[config.mk]
export PLATFORM = sky130hd
export DESIGN_NAME = store_buffer
export DESIGN_NICKNAME = d
export VERILOG_FILES = /design/src/rtl/store_buffer_pkg.sv /design/src/rtl/sb_match.sv /design/src/rtl/store_buffer.sv
export SDC_FILE = /design/constraint.sdc
export NUM_CORES = 1
export LEC_CHECK = 0
export CAP_MARGIN = 25
export CORE_MARGIN = 3
export CORE_UTILIZATION = 49
export DETAILED_ROUTE_END_ITERATION = 7
export PLACE_DENSITY = 0.77
export SLEW_MARGIN = 40
export SYNTH_ARGS = -nofsm -noshare
export SYNTH_HDL_FRONTEND = slang
export SYNTH_SLANG_ARGS = --single-unit
[constraint.sdc]
create_clock -name clk -period 3.7 [get_ports clk]
set_input_delay 0.555 -clock clk [delete_from_list [all_inputs] [get_ports clk]]
set_output_delay 0.555 -clock clk [all_outputs]
set_load 0.02 [all_outputs]
[src/rtl/store_buffer_pkg.sv]
// Shared constants and types for the store buffer and the data memory it fronts.
// Optional feature macro used by the design: STORE_FWD_EN.
package store_buffer_pkg;

    localparam int unsigned SB_ADDR_W       = 32;
    localparam int unsigned SB_DATA_W       = 32;
    localparam int unsigned SB_DEPTH        = 4;
    localparam int unsigned SB_STARVE_LIMIT = 8;
    localparam int unsigned SB_MEM_WORDS    = 16;

    // What the single memory port does in a given cycle.
    typedef enum logic [1:0] {
        PORT_IDLE,
        PORT_LOAD,
        PORT_DRAIN
    } port_op_e;

    // Bits needed to index 'value' items (ceil(log2(value))).
    function automatic int unsigned clog2(input int unsigned value);
        int unsigned w;
        w = 0;
        while ((64'd1 << w) < 64'(value)) begin
            w++;
        end
        return w;
    endfunction

endpackage

[src/rtl/sb_match.sv]
// Address comparator across all pending store entries with youngest-match select.
// Entries are scanned oldest to youngest so the last match (nearest tail) wins.
module sb_match
    import store_buffer_pkg::*;
#(
    parameter int unsigned DEPTH  = SB_DEPTH,
    parameter int unsigned ADDR_W = SB_ADDR_W,
    parameter int unsigned DATA_W = SB_DATA_W,
    localparam int unsigned PTR_W = clog2(DEPTH)
) (
    input  logic [PTR_W-1:0]  head,
    input  logic [PTR_W:0]    count,
    input  logic [ADDR_W-1:0] lookup_addr,
    input  logic [ADDR_W-1:0] entry_addr [DEPTH],
    input  logic [DATA_W-1:0] entry_data [DEPTH],
    output logic              hit,
    output logic [DATA_W-1:0] hit_data
);

    logic [PTR_W-1:0] idx;

    // Walk from head by age offset; only offsets below count are live entries.
    always_comb begin
        hit      = 1'b0;
        hit_data = '0;
        idx      = '0;
        for (int unsigned k = 0; k < DEPTH; k++) begin
            idx = head + PTR_W'(k);
            if (((PTR_W+1)'(k) < count) && (entry_addr[idx] == lookup_addr)) begin
                hit      = 1'b1;
                hit_data = entry_data[idx];
            end
        end
    end

endmodule

[src/rtl/store_buffer.sv]
// Posted-write store buffer in front of a single-port word-addressed data memory.
// Stores drain in FIFO order when the port is not used by a load; a starvation
// counter forces one drain cycle after STARVE_LIMIT consecutive loads.
// Macro STORE_FWD_EN: defined -> loads forward from the youngest matching pending
// store; undefined -> a matching load stalls until the matching stores have drained.
module store_buffer
    import store_buffer_pkg::*;
#(
    parameter int unsigned DEPTH        = SB_DEPTH,
    parameter int unsigned ADDR_W       = SB_ADDR_W,
    parameter int unsigned DATA_W       = SB_DATA_W,
    parameter int unsigned STARVE_LIMIT = SB_STARVE_LIMIT
) (
    input  logic              clk,
    input  logic              reset,
    input  logic              st_valid,
    input  logic [ADDR_W-1:0] st_addr,
    input  logic [DATA_W-1:0] st_data,
    output logic              st_ready,
    input  logic              ld_valid,
    input  logic [ADDR_W-1:0] ld_addr,
    output logic [DATA_W-1:0] ld_data,
    output logic              ld_stall,
    output logic              empty,
    output logic              mem_read,
    output logic              mem_write,
    output logic [ADDR_W-1:0] mem_address,
    output logic [DATA_W-1:0] mem_write_data,
    input  logic [DATA_W-1:0] mem_read_data
);

    localparam int unsigned PTR_W    = clog2(DEPTH);
    localparam int unsigned CNT_W    = PTR_W + 1;
    localparam int unsigned STARVE_W = clog2(STARVE_LIMIT + 1);

    logic [PTR_W-1:0]    head_q, head_d;
    logic [PTR_W-1:0]    tail_q, tail_d;
    logic [CNT_W-1:0]    count_q, count_d;
    logic [STARVE_W-1:0] starve_q, starve_d;
    logic [ADDR_W-1:0]   entry_addr_q [DEPTH];
    logic [ADDR_W-1:0]   entry_addr_d [DEPTH];
    logic [DATA_W-1:0]   entry_data_q [DEPTH];
    logic [DATA_W-1:0]   entry_data_d [DEPTH];

    logic              full;
    logic              push;
    logic              pop;
    logic              force_drain;
    logic              fwd_block;
    logic              hit;
    logic [DATA_W-1:0] hit_data;
    port_op_e          op;

    assign empty       = (count_q == '0);
    assign full        = (count_q == CNT_W'(DEPTH));
    assign st_ready    = !full;
    assign force_drain = (starve_q == STARVE_W'(STARVE_LIMIT)) && !empty;

    sb_match #(
        .DEPTH  (DEPTH),
        .ADDR_W (ADDR_W),
        .DATA_W (DATA_W)
    ) u_match (
        .head        (head_q),
        .count       (count_q),
        .lookup_addr (ld_addr),
        .entry_addr  (entry_addr_q),
        .entry_data  (entry_data_q),
        .hit         (hit),
        .hit_data    (hit_data)
    );

`ifdef STORE_FWD_EN
    assign fwd_block = 1'b0;
`else
    logic unused_hit_data;
    assign fwd_block       = hit;
    assign unused_hit_data = ^hit_data;
`endif

    // Port arbitration: a servable load wins, otherwise drain the oldest store.
    always_comb begin
        op = PORT_IDLE;
        if (ld_valid && !force_drain && !fwd_block) begin
            op = PORT_LOAD;
        end else if (!empty) begin
            op = PORT_DRAIN;
        end
    end

    // Memory strobes and load result for the chosen port operation.
    always_comb begin
        mem_read       = (op == PORT_LOAD);
        mem_write      = (op == PORT_DRAIN);
        mem_address    = '0;
        mem_write_data = '0;
        case (op)
            PORT_LOAD:  mem_address = ld_addr;
            PORT_DRAIN: begin
                mem_address    = entry_addr_q[head_q];
                mem_write_data = entry_data_q[head_q];
            end
            default: ;
        endcase
        ld_stall = ld_valid && (force_drain || fwd_block);
        ld_data  = '0;
        if (ld_valid) begin
`ifdef STORE_FWD_EN
            ld_data = hit ? hit_data : mem_read_data;
`else
            ld_data = mem_read_data;
`endif
        end
    end

    // Next-state: push at tail, pop on drain, starvation counter bookkeeping.
    always_comb begin
        push         = st_valid && !full;
        pop          = (op == PORT_DRAIN);
        entry_addr_d = entry_addr_q;
        entry_data_d = entry_data_q;
        if (push) begin
            entry_addr_d[tail_q] = st_addr;
            entry_data_d[tail_q] = st_data;
        end
        head_d  = pop  ? head_q + PTR_W'(1) : head_q;
        tail_d  = push ? tail_q + PTR_W'(1) : tail_q;
        count_d = count_q + CNT_W'(push) - CNT_W'(pop);
        starve_d = starve_q;
        if (empty || pop) begin
            starve_d = '0;
        end else if ((op == PORT_LOAD) && (starve_q != STARVE_W'(STARVE_LIMIT))) begin
            starve_d = starve_q + STARVE_W'(1);
        end
    end

    // Control state with asynchronous reset.
    always_ff @(posedge clk or posedge reset) begin
        if (reset) begin
            head_q   <= '0;
            tail_q   <= '0;
            count_q  <= '0;
            starve_q <= '0;
        end else begin
            head_q   <= head_d;
            tail_q   <= tail_d;
            count_q  <= count_d;
            starve_q <= starve_d;
        end
    end

    // Entry storage; contents are meaningless until pushed, so no reset.
    always_ff @(posedge clk) begin
        entry_addr_q <= entry_addr_d;
        entry_data_q <= entry_data_d;
    end

endmodule

==> results of run 1 <==
[cell usage in the layout (no fill, tap or decap), types with 5 or more instances in the layout]
master           Yosys  layout
a21oi_1              8       8
and2_1              36      36
and3_1              11       7
buf_12               0      18
buf_2               10       6
buf_4               20     280
buf_6               11      38
clkbuf_16            0      28
clkdlybuf4s50_1      0     165
clkinv_2             0       7
clkinvlp_4           0       5
dfrtp_1             11       9
edfxtp_1           256     256
ha_1                 9       8
inv_1               35      33
mux2_2              22      20
mux2_4               4       6
mux2i_1            113     100
mux2i_2              0       9
mux4_2             107     107
nand2_1             41      41
nand3_1              7       7
nand4_1             18      18
nor2_1              17      17
nor2b_1             33      17
nor2b_2              0      12
nor4_1               9       7
o21ai_0             10      10
xnor2_1            107      92
xnor2_2              0      15
xor2_1              19      19
[layer usage]
layer / up-vias / track usage / share of wire
li1: 4786 / - / -
met1: 5216 / 0.321 / 0.39
met2: 486 / 0.417 / 0.50
met3: 88 / 0.0519 / 0.081
met4: 8 / 0.0798 / 0.034
met5: - / 0 / 0.0012
[critical path, cell delays in order, from the launching register on]
cell      delay (ns)
dfrtp_4         0.50
buf_12          0.16
buf_12          0.14
buf_4           0.14
mux4_2          0.29
xnor2_1         0.14
buf_4           0.16
nand4_1         0.14
nor4_1          0.08
buf_4           0.15
nand4b_1        0.13
o211ai_2        0.12
buf_4           0.16
nor3_4          0.29
buf_12          0.22
mux2_2          0.34
buf_2           0.16
[what timing repair did]
action | in CTS | in global routing
endpoints found under the setup margin | 69 | 70
hold endpoints to repair | 0 | 0
cloned | 2 | 1
pin swaps | 12 | 10
gates resized for setup | 370 | 72
buffers inserted | 15 | 8
[registers in the layout, summed over array words and instances, names as in the netlist]
register      cells
head_q            2
starve_q          4
tail_q            2
count_q           3
entry_data_q    128
entry_addr_q    128
[through the flow]
| stage | std cells | worst slack [ns] | hold WS [ns] |
|---|---|---|---|
| after CTS | 1863 | -0.735 | 0.366 |
| after global routing | 1871 | -0.840 | 0.381 |
| after detailed placement | 1800 | -0.868 | 0.499 |
| final | 1871 | -0.726 | 0.358 |
| after floorplan | 993 | 0.129 | 0.407 |
| after global placement | 1800 | -0.771 | 0.492 |
[power groups by stage]
| stage | clock network, mW | logic (mW) | registers [mW] |
|---|---|---|---|
| floorplan | 0 | 5.31 | 4.26 |
| global placement | 0 | 8.47 | 4.31 |
| detailed placement | 0 | 8.55 | 4.35 |
| CTS | 2.47 | 9.08 | 4.26 |
| global route | 2.59 | 9.93 | 4.32 |
| finish | 2.43 | 9.38 | 4.27 |
[final cells by class]
type                    count  share of cell area
inverters                  36             0.00670
flip-flops and latches    267               0.381
well taps                 390              0.0233
clock buffers              30              0.0328
multi-input cells         619               0.327
clock inverters            16             0.00419
repair buffers            513               0.225
[logic make-up (layout without fill, tap and decap cells)]
kind of cell	after synthesis	count (layout)
AOI/OAI and AO/OA	51	51
xor gates and xnor gates	126	126
adders and majority gates	10	10
buffers and inverters	107	595
DFF	267	267
muxes	246	246
and+or+nand+nor	186	186
[synthesized netlist by cell type, types with 11 or more instances]
library cell  number
edfxtp_1         256
mux2i_1          113
mux4_2           107
xnor2_1          107
nand2_1           41
and2_1            36
inv_1             35
nor2b_1           33
clkbuf_1          26
mux2_2            22
buf_4             20
xor2_1            19
nand4_1           18
nor2_1            17
and3_1            11
buf_6             11
dfrtp_1           11
[worst max-delay path by stage]
stage                                 end  slack, ns  startpoint
after CTS                 mem_address[24]      -0.73   head_q[1]
final                     mem_address[25]      -0.73   head_q[0]
after global placement     mem_address[0]      -0.77   head_q[0]
after floorplan           mem_address[10]       0.13   head_q[0]
after detailed placement   mem_address[0]      -0.87   head_q[0]
after global routing       mem_address[1]      -0.84   head_q[0]
==> impl_metrics.ini, run 1 <==
[status]
outcome = finished with violations
violations = setup timing

[floorplan]
rows = 63
die_w_um = 181
die_y_um = 181
start_util = 0.502
pin_count = 233
die_area_um2 = 32800
core_um2 = 30000

[detailed_routing]
drtIter0Drc = 815
drt-total-wl_mm = 41.5
drt-pass1-iter-count = 7
drc_errors = 0
ant_nets = 0
wl_per_cell_um = 22.2
viasPerCell = 5.66
dr_total_vias = 10600

[finish]
fin_nets = 1606
final_util = 0.699
regArea_um2 = 7970
drive_gt1_frac = 0.396
fillers = 2023
multi_input_area_um2 = 6840
stdcell_area_um2 = 20900
areaGrowthSynthToFinish_pct = 39.3
antenna_cells = 0

[global_route]
grtUsageTotal = 0.247
grt_pass1_vias = 11000
grt_start_max_net_pins = 65
antenna_found_initial = 4
grt.overflow.total = 0
grt_pass1_wl_mm = 63.1

[worst_setup_path]
reg2reg_to = count_q[1]
cp.required_ns = 3.14
reg2reg_depth = 18
cp.arrival_ns = 3.87
rrSetupSlack_ns = -0.53
reg2reg_from = head_q[0]
critPathMaxFanout = 16
crit_path_start_kind = flop
crit_path_end_kind = primary output
critical_path_class = flop to primary output

[timing]
final.min_clock_period_ns = 4.43
final.period_utilization = 1.20
fmax_mhz = 226
final.setup.tns_ns = -42.44
worst_slew_pin_slew_ns = 0.623
setup_viol = 70
rsz0062_at_grt = true
fin_worst_skew_ns = 0.0117
drv_slew = 0
slew_headroom = 0.585
hold_violations = 0
layout_setup_ws_ns = -0.726

[yosys]
netlist_area_um2 = 15000
synth_top_family_by_area = multiplexers
synth_ff_type = edfxtp_1
synth_top_area_frac = 0.512
syn_area_per_cell_um2 = 15.1
synth-adder-area-share = 0.00883
synthDistinctLibCells = 56
synth_cells = 993
synth_nets = 1135
synth-edff-count = 256
synth_xor_area_frac = 0.0734
async_flop_share = 0.0412
synthSimpleGateAreaFrac = 0.0684
yosysTopAreaCell = edfxtp_1
synthTopCellsByArea = edfxtp_1 51%, mux4_2 16%, mux2i_1 7.5%
yosysSeqAreaShare = 0.530
synth_compound_area_frac = 0.0253
synth-warning-count = 0
yosys-mux-area-fraction = 0.256
ys_ff_latch = 267

[clock_tree]
cts_tree = yes
holdBufCountCts = 0
clk_pin_slew_ns = 0.06
cts_root_buf = clkbuf_16
clock_sink_count = 267
htreeDepth = 1
cts_buffer_depth = 3
cts_buffers = 27
clock_latency_ns = 0.54

[worst_hold_path]
hold_class = primary input to async pin

[placement]
place_area_um2 = 19500
routabilityCongestion = 0.887
io_buffer_count = 232
detailed_place_hpwl_mm = 29.6

[power]
power_density_nw_per_um2 = 768
p_leak_nw = 7.98
ir_drop_uv = 510
power.share.clock = 0.151
p_switching_mw = 5.79
switching_share = 0.361
combinationalPowerShare = 0.583
p_int_mw = 10.3
seq_power_share = 0.266
p_total_mw = 16.1

[flow_run]
maxCapViolCount = 0
No activity file was read; power rests on OpenSTA's default activity.
==> inputs of run 2 (changes only) <==
--- a/config.mk
+++ b/config.mk
@@ -9,7 +9,7 @@
 export CORE_MARGIN = 3
 export CORE_UTILIZATION = 49
 export DETAILED_ROUTE_END_ITERATION = 7
-export PLACE_DENSITY = 0.77
+export PLACE_DENSITY = 0.74
 export SLEW_MARGIN = 40
 export SYNTH_ARGS = -nofsm -noshare
 export SYNTH_HDL_FRONTEND = slang
==> constraint.sdc (replaced) <==
create_clock -name clk -period 4.28 [get_ports clk]
set_input_delay 0.642 -clock clk [delete_from_list [all_inputs] [get_ports clk]]
set_output_delay 0.642 -clock clk [all_outputs]
set_load 0.02 [all_outputs]
==> impl_metrics.ini, run 2 (same netlist as run 1, synthesis figures left out) <==
[timing]
fin_worst_skew_ns = 0.0235
final.period_utilization = 1.08
fmax_mhz = 217
layout_setup_ws_ns = -0.321
hold_violations = 0
rsz0062_at_grt = true
worst_slew_pin_slew_ns = 0.793
final.min_clock_period_ns = 4.60
drv_slew = 0
slew_headroom = 0.471
setup_viol = 67

[global_route]
grt.overflow.total = 0
grt_start_max_net_pins = 65
grt_pass1_wl_mm = 59.1
antenna_found_initial = 1
grt_pass1_vias = 10100
grtUsageTotal = 0.232

[power]
ir_drop_uv = 457
p_total_mw = 14.3
power_density_nw_per_um2 = 683
p_leak_nw = 7.87

[finish]
stdcell_area_um2 = 20900
drive_gt1_frac = 0.376
reg_top3 = entry_addr_q x128, entry_data_q x128, starve_q x4
final_cell_mix = 256 x edfxtp_1, 165 x clkdlybuf4s50_1, 160 x buf_4
fin_nets = 1520
layout_commonest_cell = edfxtp_1
areaGrowthSynthToFinish_pct = 39.3
stdcell_count = 1788

[worst_setup_path]
cp_slowest_cell = or4_4
critPathMaxFanout = 22
crit_path_end_kind = primary output
crit_path_start_kind = flop
critical_path_class = flop to primary output
max_stage_delay_ns = 0.63
cp.arrival_ns = 3.96
cp_cell_sequence = buf_12 > buf_16 > clkinvlp_4 > buf_4 > mux2i_4 > xnor2_1 > nand4_1 > or4_4 > o32ai_4 > buf_4 > nor3_4 > buf_12 > mux2_4 > clkbuf_2
cp.required_ns = 3.64

[placement]
io_buffer_count = 232
routabilityCongestion = 0.900
detailed_place_hpwl_mm = 27.2
dp_cells = 1675
place_ws_ns = -0.361
place_area_um2 = 18600

[floorplan]
die_y_um = 181
start_util = 0.502
core_um2 = 30000
pin_count = 233
die_area_um2 = 32800
die_w_um = 181
rows = 63

[clock_tree]
clock_latency_ns = 0.56
cts_buffer_depth = 3
holdBufCountCts = 0
htreeDepth = 1
cts_buffers = 28
clock_sink_count = 267
clk_pin_slew_ns = 0.07
cts_tree = yes
cts_root_buf = clkbuf_16

[detailed_routing]
wl_per_cell_um = 23.3
drtIter0Drc = 862
drc_errors = 0
drt-pass1-iter-count = 5
viasPerCell = 5.72
drt-total-wl_mm = 41.7
ant_nets = 0
dr_total_vias = 10200

[worst_hold_path]
hold_class = primary input to async pin

[status]
violations = setup timing
outcome = finished with violations

[flow_run]
maxCapViolCount = 0
## run 2: changes by cell type in the layout (fill, tap and decap cells not counted), sizes merged
cell / before / now
clkbuf: 31 / 50
clkinvlp: 5 / 1
clkinv: 12 / 9
diode: 0 / 1
buf: 344 / 250
bufbuf: 2 / 0
## run 2: worst max-delay path, delay by kind of cell, from the launching register on
kind                   cells  cell delay [ns]
AO/OA/AOI/OAI              1             0.14
XOR/XNOR                   1             0.14
multiplexers               2             0.59
buffers and inverters      7             1.11
flip-flops                 1             0.51
AND/OR/NAND/NOR            3             0.90
## run 2: where the power goes
part / total [mW] / internal, mW / switching, mW / leakage, nW
Sequential: 3.70 / 3.46 / 0.241 / 2.48
Clock: 2.20 / 1.23 / 0.968 / 0.399
Combinational: 8.39 / 4.42 / 3.97 / 4.99
## run 2: area by class of cell
| cell class | instances | area (µm²) |
|---|---|---|
| Sequential cell | 267 | 7970 |
| Fill cell | 1946 | 9020 |
| Inverter | 36 | 144 |
| Multi-Input combinational cell | 619 | 7130 |
| Timing Repair Buffer | 426 | 4380 |
| Antenna cell | 1 | 2.50 |
| Clock inverter | 9 | 72.6 |
| Clock buffer | 40 | 756 |
| Tap cell | 390 | 488 |
## run 2: worst paths after layout
path                                  from               to  slack (ns)  cells past startpoint
max in group asynchronous            reset        head_q[0]        3.46                      2
worst max register to register   head_q[0]       count_q[1]        0.06                     19
worst min-delay path                 reset       count_q[1]        0.41                      2
min in group clk                count_q[0]       count_q[0]        0.55                      1
worst max-delay path             head_q[0]  mem_address[21]       -0.32                     14
worst min register to register  count_q[0]       count_q[0]        0.55                      1
## run 2: timing repair
item	CTS	global route
pin swaps	4	23
cloned	3	11
resized for setup	354	156
setup endpoints to repair	67	69
setup buffers	9	46
## run 2: layer usage
layer	vias to the layer above	part of all wire	track usage	wire length, µm
met1	5099	0.40	0.306	16700
met3	87	0.070	0.0465	2920
li1	4607	-	-	-
met2	433	0.49	0.387	20600
met4	2	0.036	0.0786	1490
met5	-	0.00022	0	9
## run 2: per-stage QoR
| step | setup TNS, ns | utilization | hold slack (ns) |
|---|---|---|---|
| 2_1_floorplan | 0 | - | 0.478 |
| 3_3_place_gp | -12.84 | 0.620 | 0.495 |
| 3_5_place_dp | -14.97 | 0.620 | 0.503 |
| 4_1_cts | -12.38 | 0.656 | 0.409 |
| 5_1_grt | -27.59 | 0.699 | 0.435 |
| 6_report | -17.35 | 0.699 | 0.415 |
==> inputs of run 3 (changes only) <==
--- a/config.mk
+++ b/config.mk
@@ -8,6 +8,7 @@
 export CAP_MARGIN = 25
 export CORE_MARGIN = 3
 export CORE_UTILIZATION = 49
+export CTS_BUF_LIST = sky130_fd_sc_hd__clkbuf_16
 export DETAILED_ROUTE_END_ITERATION = 7
 export PLACE_DENSITY = 0.74
 export SLEW_MARGIN = 40
==> impl_metrics.ini, run 3 (same netlist as run 1, synthesis figures left out) <==
[floorplan]
die_area_um2 = 32800
core_um2 = 30000
die_y_um = 181
rows = 63
pin_count = 233
die_w_um = 181
start_util = 0.502

[worst_setup_path]
crit_top_cell = buf_4
crit_path_start_kind = flop
worst-path-buf-inv = 6
cp_slowest_cell = mux4_2
cp.arrival_ns = 3.97
cp_cell_sequence = buf_8 > buf_4 > mux4_2 > xnor2_2 > nand4_1 > nor4_2 > buf_4 > nand4b_1 > o211ai_2 > buf_4 > nor3_4 > buf_12 > mux2_4 > clkbuf_2
max_stage_delay_ns = 0.56
cp.required_ns = 3.64
critPathTopFamily = buffers and inverters
critical_path_class = flop to primary output
critPathMaxFanout = 22
crit_path_end_kind = primary output

[clock_tree]
clk_pin_slew_ns = 0.06
cts_buffers = 28
htreeDepth = 1
clock_latency_ns = 0.56
holdBufCountCts = 0
cts_tree = yes
cts_root_buf = clkbuf_16
clock_sink_count = 267
cts_buffer_depth = 3

[global_route]
grt_start_max_net_pins = 65
grt_pass1_vias = 10100
grtUsageTotal = 0.232
antenna_found_initial = 1
grt.overflow.total = 0
grt_pass1_wl_mm = 59.1

[timing]
fmax_mhz = 217
worst_slew_pin_slew_ns = 0.795
layout_setup_ws_ns = -0.332
rsz0062_at_grt = true
fin_worst_skew_ns = 0.0283
setup_viol = 67
final.period_utilization = 1.08
hold_violations = 0
final.min_clock_period_ns = 4.61
timing.hold.ws_ns = 0.410
slew_headroom = 0.470
drv_slew = 0

[finish]
reg_top3 = entry_addr_q x128, entry_data_q x128, starve_q x4
layout_commonest_cell = edfxtp_1
areaGrowthSynthToFinish_pct = 38.5
drive_gt1_frac = 0.372
final_cell_mix = 256 x edfxtp_1, 165 x clkdlybuf4s50_1, 162 x buf_4
fin_nets = 1517
multi_input_area_um2 = 7100
regArea_um2 = 7970
fillers = 1973

[detailed_routing]
wl_per_cell_um = 23.2
viasPerCell = 5.70
drtIter0Drc = 843
ant_nets = 0
dr_total_vias = 10200
drt-pass1-iter-count = 5
drt-total-wl_mm = 41.3
drc_errors = 0

[placement]
detailed_place_hpwl_mm = 27.2
io_buffer_count = 232
routabilityCongestion = 0.900

[worst_hold_path]
hold_class = primary input to async pin

[status]
violations = setup timing
outcome = finished with violations

[power]
p_leak_nw = 7.86
power_density_nw_per_um2 = 678
ir_drop_uv = 481
p_total_mw = 14.1

[flow_run]
maxCapViolCount = 0
[run 3: changes by cell type in the layout (fill, tap and decap cells not counted), moves of 2 or more]
cell / before / now
buf_12: 26 / 22
buf_4: 160 / 162
clkbuf_1: 11 / 0
inv_1: 33 / 44
xnor2_1: 82 / 85
xnor2_2: 24 / 21
[run 3: metrics by stage]
step | worst slack, ns | instance area [µm²] | util | instances | setup TNS (ns)
floorplan | 0.622 | 15000 | - | 993 | 0
global placement | -0.336 | 18600 | 0.620 | 1675 | -12.84
detailed placement | -0.361 | 18600 | 0.620 | 1675 | -14.97
CTS | -0.354 | 19600 | 0.655 | 1736 | -12.44
global route | -0.428 | 20800 | 0.695 | 1784 | -24.74
finish | -0.332 | 20800 | 0.695 | 1785 | -17.98
[run 3: worst register-to-register path: cells and delay by family (launching register included)]
family	cells	cell delay (ns)
buffers and inverters	9	1.26
AND/OR/NAND/NOR	3	0.65
XOR/XNOR	2	0.32
multiplexers	1	0.57
adder cells (fa/ha/maj)	2	0.70
flip-flops	1	0.45
AO/OA/AOI/OAI	2	0.20
[run 3: area by class of cell]
| cell class | instances | share of cell area |
|---|---|---|
| Inverter | 36 | 0.00691 |
| Timing Repair Buffer | 423 | 0.206 |
| Clock inverter | 21 | 0.00565 |
| Multi-Input combinational cell | 619 | 0.341 |
| Sequential cell | 267 | 0.383 |
| Clock buffer | 28 | 0.0337 |
| Antenna cell | 1 | 0.000120 |
| Tap cell | 390 | 0.0234 |
[run 3: worst paths after layout]
path	startpoint	endpoint	slack, ns	depth (start not counted)
max	head_q[1]	mem_address[21]	-0.33	14
min	reset	count_q[1]	0.41	2
max reg2reg	head_q[1]	count_q[1]	0.04	19
min reg2reg	count_q[0]	count_q[0]	0.55	1
max in group asynchronous	reset	head_q[0]	3.47	2
min in group clk	count_q[0]	count_q[0]	0.55	1
[run 3: what timing repair did]
| item | 4_1_cts | 5_1_grt |
|---|---|---|
| cloned | 3 | 10 |
| setup buffers | 9 | 43 |
| pin swaps | 4 | 19 |
| setup endpoints to repair | 67 | 69 |
| endpoints found under the hold margin | 0 | 0 |
| gates resized for setup | 354 | 150 |
[run 3: report_power, final]
group          leakage, nW  internal (mW)  switching, mW
logic                 4.94           4.34           3.91
clock network        0.439           1.18          0.967
registers             2.48           3.46          0.240
[run 3: metal layers]
| metal | global-route usage | vias up | part of all wire |
|---|---|---|---|
| li1 | - | 4605 | - |
| met1 | 0.306 | 5059 | 0.40 |
| met2 | 0.388 | 420 | 0.50 |
| met3 | 0.0459 | 82 | 0.072 |
| met4 | 0.0768 | 2 | 0.032 |
| met5 | 0 | - | 0.00022 |
